**config.mk**
```make
export PLATFORM = sky130hd
export DESIGN_NAME = fractal_sync_np_remote_rf
export DESIGN_NICKNAME = d
export VERILOG_FILES = /design/src/rtl/fractal_sync_pkg.sv /design/src/rtl/fractal_sync_sig_pair.sv /design/src/rtl/fractal_sync_np_remote_rf.sv
export SDC_FILE = /design/constraint.sdc
export NUM_CORES = 1
export LEC_CHECK = 0
export CAP_MARGIN = 20
export CORE_ASPECT_RATIO = 1.75
export CORE_MARGIN = 4
export CORE_UTILIZATION = 40
export DETAILED_ROUTE_END_ITERATION = 16
export HOLD_SLACK_MARGIN = 0.1
export PLACE_DENSITY = 0.65
export SYNTH_ARGS = -nofsm -noshare
export SYNTH_HDL_FRONTEND = slang
export SYNTH_HIERARCHICAL = 1
export SYNTH_SLANG_ARGS = --single-unit
```
**constraint.sdc**
```tcl
create_clock -name clk_i -period 3.1 [get_ports clk_i]
set_input_delay 0.62 -clock clk_i [delete_from_list [all_inputs] [get_ports clk_i]]
set_output_delay 0.62 -clock clk_i [all_outputs]
set_load 0.03 [all_outputs]
```
**src/rtl/fractal_sync_pkg.sv**
```systemverilog
// Signature helpers for the fractal_sync remote register files: maps a (level, id)
// barrier tag onto its flat register index and flags tags outside the tree.
package fractal_sync_pkg;

  function automatic int sig_base(input int level, input int n_levels);
    if (level < 0 || level >= n_levels) return 0;
    return (1 << n_levels) - (1 << (n_levels - level));
  endfunction

  // Level l holds 2**(n_levels-1-l) nodes; anything beyond is an addressing error.
  function automatic bit sig_valid(input int level, input int id, input int n_levels);
    if (level < 0 || level >= n_levels) return 1'b0;
    return (id >= 0) && (id < (1 << (n_levels - 1 - level)));
  endfunction

endpackage

```
**src/rtl/fractal_sync_sig_pair.sv**
```systemverilog
// Pairs all same-cycle hits on one sync register in ascending port order.
// Purely combinational; a stored half-barrier completes with the first hit.
module fractal_sync_sig_pair #(
  parameter int N_PORTS = 2
) (
  input  logic               q_i,
  input  logic [N_PORTS-1:0] hit_i,
  output logic [N_PORTS-1:0] present_o,
  output logic               q_next_o
);

  logic r;

  always_comb begin
    r         = q_i;
    present_o = '0;
    for (int p = 0; p < N_PORTS; p++) begin
      if (hit_i[p]) begin
        present_o[p] = r;
        r            = ~r;
      end
    end
    q_next_o = r;
  end

endmodule

```
**src/rtl/fractal_sync_np_remote_rf.sv**
```systemverilog
// N-port remote sync register file: one bit per (level,id) records a half-done pair.
// Response registered one cycle after acceptance; a port stalls only while its response is unconsumed.
module fractal_sync_np_remote_rf
  import fractal_sync_pkg::*;
#(
  parameter int N_PORTS  = 2,
  parameter int N_LEVELS = 3,
  localparam int LEVEL_WIDTH = (N_LEVELS > 1) ? $clog2(N_LEVELS) : 1,
  localparam int ID_WIDTH    = (N_LEVELS > 1) ? N_LEVELS - 1 : 1,
  localparam int N_REGS      = (1 << N_LEVELS) - 1,
  localparam int SIG_WIDTH   = (N_REGS > 1) ? $clog2(N_REGS) : 1
) (
  input  logic                   clk_i,
  input  logic                   rst_ni,
  input  logic [N_PORTS-1:0]     req_valid_i,
  output logic [N_PORTS-1:0]     req_ready_o,
  input  logic [LEVEL_WIDTH-1:0] req_level_i [N_PORTS],
  input  logic [ID_WIDTH-1:0]    req_id_i    [N_PORTS],
  output logic [N_PORTS-1:0]     rsp_valid_o,
  input  logic [N_PORTS-1:0]     rsp_ready_i,
  output logic [N_PORTS-1:0]     rsp_present_o,
  output logic [N_PORTS-1:0]     rsp_err_o,
  output logic                   pending_o,
  input  logic                   clear_i
);

  logic [N_REGS-1:0]    sync_q;
  logic [N_REGS-1:0]    sync_d;
  logic [N_PORTS-1:0]   accept;
  logic [N_PORTS-1:0]   sig_ok;
  logic [SIG_WIDTH-1:0] sig          [N_PORTS];
  logic [N_PORTS-1:0]   hit          [N_REGS];
  logic [N_PORTS-1:0]   present_mat  [N_REGS];
  logic [N_PORTS-1:0]   port_present;

  assign req_ready_o = ~rsp_valid_o | rsp_ready_i;
  assign accept      = req_valid_i & req_ready_o;
  assign pending_o   = |sync_q;

  always_comb begin
    for (int p = 0; p < N_PORTS; p++) begin
      sig_ok[p] = sig_valid(int'(req_level_i[p]), int'(req_id_i[p]), N_LEVELS);
      sig[p]    = SIG_WIDTH'(sig_base(int'(req_level_i[p]), N_LEVELS) + int'(req_id_i[p]));
    end
  end

  // Error requests never reach the pairing network, so they cannot disturb any register.
  for (genvar s = 0; s < N_REGS; s++) begin : g_reg
    for (genvar p = 0; p < N_PORTS; p++) begin : g_hit
      assign hit[s][p] = accept[p] & sig_ok[p] & (sig[p] == SIG_WIDTH'(s));
    end

    fractal_sync_sig_pair #(
      .N_PORTS (N_PORTS)
    ) u_pair (
      .q_i       (sync_q[s]),
      .hit_i     (hit[s]),
      .present_o (present_mat[s]),
      .q_next_o  (sync_d[s])
    );
  end

  // Each port hits at most one register, so an OR across registers selects its result.
  always_comb begin
    for (int p = 0; p < N_PORTS; p++) begin
      port_present[p] = 1'b0;
      for (int s = 0; s < N_REGS; s++) begin
        port_present[p] = port_present[p] | present_mat[s][p];
      end
    end
  end

  always_ff @(posedge clk_i or negedge rst_ni) begin
    if (!rst_ni) begin
      sync_q <= '0;
    end else if (clear_i) begin
      sync_q <= '0;
    end else begin
      sync_q <= sync_d;
    end
  end

  always_ff @(posedge clk_i or negedge rst_ni) begin
    if (!rst_ni) begin
      rsp_valid_o   <= '0;
      rsp_present_o <= '0;
      rsp_err_o     <= '0;
    end else begin
      for (int p = 0; p < N_PORTS; p++) begin
        if (accept[p]) begin
          rsp_valid_o[p]   <= 1'b1;
          rsp_present_o[p] <= port_present[p];
          rsp_err_o[p]     <= ~sig_ok[p];
        end else if (rsp_ready_i[p]) begin
          rsp_valid_o[p]   <= 1'b0;
        end
      end
    end
  end

endmodule
```
==> impl_metrics.csv, run 1 <==
group,metric,value,unit
finish,layout.nets,204,
power,combPwrFrac,39.9,%
detailed_routing,ant_nets,0,
power,p_seq_share,33.8,%
timing,drv_slew,0,
worst_setup_path,r2r-end,"rsp_present_o[1]",
cts,clkLatencyLatePin,0.24,ns
detailed_routing,routed_wl,2990,µm
status,outcome,"finished, final reports clean",
yosys,ys_seq_elements,13,
power,vdd_drop_max,0.259,mV
timing,finalCriticalPeriod,3.02,ns
power,p_sw,0.179,mW
cts,cts_tree,"built",
worst_setup_path,reg2reg_setup_slack,0.74,ns
placement,preCtsSetupSlack,-0.638,ns
grt,antenna_found_initial,0,
yosys,synth_fp_nets,155,
finish,fin_util,63.7,%
placement,gp_congestion,0.835,
hold_path,worstHoldPathType,"reg2reg",
hold_path,whs_path_depth,2,
detailed_routing,dr.pass1.iters,4,
grt,grt-ovfl-total,0,
finish,drive_above_1_share,31.9,%
yosys,yosys_warnings,6,
die,dieArea,3750,µm²
die,start_util,41.7,%
cts,clock-sinks,13,
die,die-width,48.0,µm
timing,post-route-period-util,97.4,%
timing,relSlewSlack,60.3,%
grt,grtUsageTotal,17.4,%
yosys,syn_area_per_cell,10.0,µm²
timing,max_freq,331,MHz
power,p_total,0.564,mW
worst_setup_path,critical_path.max_fanout,2,
placement,numPortBuffers,23,
power,switching_share,31.7,%
grt,grt_pass1_wl,4540,µm
cts,cts_made_buffers,3,
die,ioPinCount,24,
timing,setup_tns,0,ns
timing,rsz0062_at_grt,"false",
placement,placed_area,1500,µm²
finish,area_growth,52.8,%
detailed_routing,wl_per_cell,16.0,µm
worst_setup_path,required,3.21,ns
cts,cts_buffer_depth,2,
yosys,ys_types,25,
timing,setup_viol,0,
die,rows,25,
worst_setup_path,cp.arrival,3.13,ns
die,die_y,78.0,µm
cts,h-tree-depth,1,
detailed_routing,drt_iter0_drc,13,
worst_setup_path,endpoint_kind,"flip-flop",
cts,root_buffer,"clkbuf_8",
finish,antennaDiodeCount,0,
power,leakage,0.826,nW
timing,tightest_slew,0.594,ns
run,maxCapViolCount,0,
worst_setup_path,reg2reg_depth,8,
die,coreArea,2690,µm²
placement,post-place-cells,176,
timing,finalHoldViolCount,0,
finish,fin_cells,187,
worst_setup_path,worst_setup_path_start_kind,"primary input",
detailed_routing,vias_per_cell,5.43,
placement,hpwl,2300,µm
hold_path,hold_start,"rsp_err_o[1]",
grt,grt_max_degree,14,
worst_setup_path,r2r_start,"rsp_valid_o[0]",
power,internal_power,0.385,mW
yosys,ys_seq_area_share,29.0,%
timing,setup_ws,0.0818,ns
detailed_routing,drc_errors,0,
yosys,synth_cells,112,
yosys,syn_area,1120,µm²
worst_setup_path,critPathKind,"in2reg",
finish,finalInstanceArea,1710,µm²
cts,clk_pin_slew,0.05,ns
timing,hold_ws,0.564,ns
timing,fin_skew,0.000944,ns
power,power_density,329,nW/µm²
grt,grt_pass1_vias,1097,
hold_path,holdPathEnd,"rsp_err_o[1]",
detailed_routing,vias,1015,
power,clockPowerShare,26.3,%
power groups by stage:
stage               Combinational (mW)  Clock [mW]  Sequential (mW)
floorplan                       0.0810           0            0.211
global placement                 0.191           0            0.193
detailed placement               0.195           0            0.194
CTS                              0.217       0.153            0.191
global route                     0.243       0.163            0.192
finish                           0.225       0.148            0.191
cell usage in the layout, fill, tap and decap left out, types with 4 or more instances in the layout:
| cell type | netlist | layout |
|---|---|---|
| nor4_2 | 2 | 4 |
| nand2b_1 | 4 | 4 |
| clkdlybuf4s50_1 | 0 | 20 |
| inv_1 | 8 | 5 |
| dfrtp_1 | 13 | 13 |
| ha_1 | 28 | 21 |
| nor3_1 | 11 | 9 |
| ha_4 | 0 | 5 |
| a21oi_1 | 4 | 4 |
| nor2b_1 | 8 | 8 |
| buf_4 | 0 | 21 |
sequential cells by signal, indices dropped and copies added, names as in the netlist:
register,flops
rsp_err_o,2
rsp_present_o,2
rsp_valid_o,2
sync_q,7
metal layers:
metal | GRT usage, % | share of wire [%] | vias up
li1 | - | - | 501
met1 | 12.0 | 29 | 483
met2 | 36.7 | 66 | 23
met3 | 2.29 | 2.6 | 8
met4 | 8.63 | 3.0 | 0
met5 | 0 | 0 | -
synthesized netlist by cell type, drive strengths merged:
library cell  count  share of area [%]
nor3b             4                2.7
o21ba             1               0.89
nor2b             8                4.5
ha               28                 31
nand4b            1               0.78
a31oi             3                1.7
or4               2                2.0
buf               1               0.45
nand2b            4                2.2
nor4              7                5.0
nand3b            2                1.3
dfrtp            13                 29
a211o             2                1.6
or2               1               0.56
nand3             1               0.45
clkbuf            1               0.45
nor3             11                4.9
nor2              1               0.33
nand2             3                1.0
inv               8                2.7
a21oi             4                1.8
o21bai            2                1.3
xnor2             2                1.6
xor2              2                1.6
worst max-delay path by stage:
stage / startpoint / to / cells after the start
floorplan: req_level_i[3] / rsp_present_o[1] / 12
global placement: req_level_i[2] / rsp_present_o[1] / 12
detailed placement: req_level_i[2] / rsp_present_o[1] / 12
CTS: req_level_i[2] / rsp_present_o[1] / 13
global route: req_level_i[3] / rsp_present_o[1] / 13
finish: req_level_i[3] / rsp_present_o[1] / 13
logic make-up after synthesis:
kind of cell / count (synthesis) / synth area share, %
AO/OA/AOI/OAI: 12 / 7.25
XOR/XNOR: 4 / 3.13
AND/OR/NAND/NOR: 45 / 25.8
adder cells (fa/ha/maj): 28 / 31.3
buffers and inverters: 10 / 3.57
flip-flops: 13 / 29.0
worst max-delay path: stages:
cell and delay, ns:
buf_2 0.11, inv_2 0.08, ha_4 0.13, inv_2 0.04
ha_4 0.24, nor3b_2 0.15, a211o_1 0.30, nor4_2 0.25
ha_1 0.27, ha_2 0.17, or4_4 0.52, nor4_4 0.15
a31oi_1 0.11
layout make-up:
type                       count  area [µm²]
multi-input combinational     89         880
tap                           27        33.8
timing repair buffer          46         399
fill                         225         977
clock buffer                   4        45.0
inverter                       8        30.0
sequential                    13         325
timing repair:
| action | 4_1_cts | 5_1_grt |
|---|---|---|
| endpoints found under the setup margin | 2 | 1 |
| pin swaps | 13 | 9 |
| buffers inserted | 7 | 0 |
| hold buffers | 0 | 0 |
| resized for setup | 25 | 8 |
Power figures use the tool's default switching activity.
==> run 2: changes to the inputs <==
--- a/config.mk
+++ b/config.mk
@@ -9,6 +9,7 @@
 export CORE_ASPECT_RATIO = 1.75
 export CORE_MARGIN = 4
 export CORE_UTILIZATION = 40
+export CTS_CLUSTER_DIAMETER = 50
 export DETAILED_ROUTE_END_ITERATION = 16
 export HOLD_SLACK_MARGIN = 0.1
 export PLACE_DENSITY = 0.65
==> results of run 2 <==
The final DEF is identical to that of run 1; final timing and power are the same.
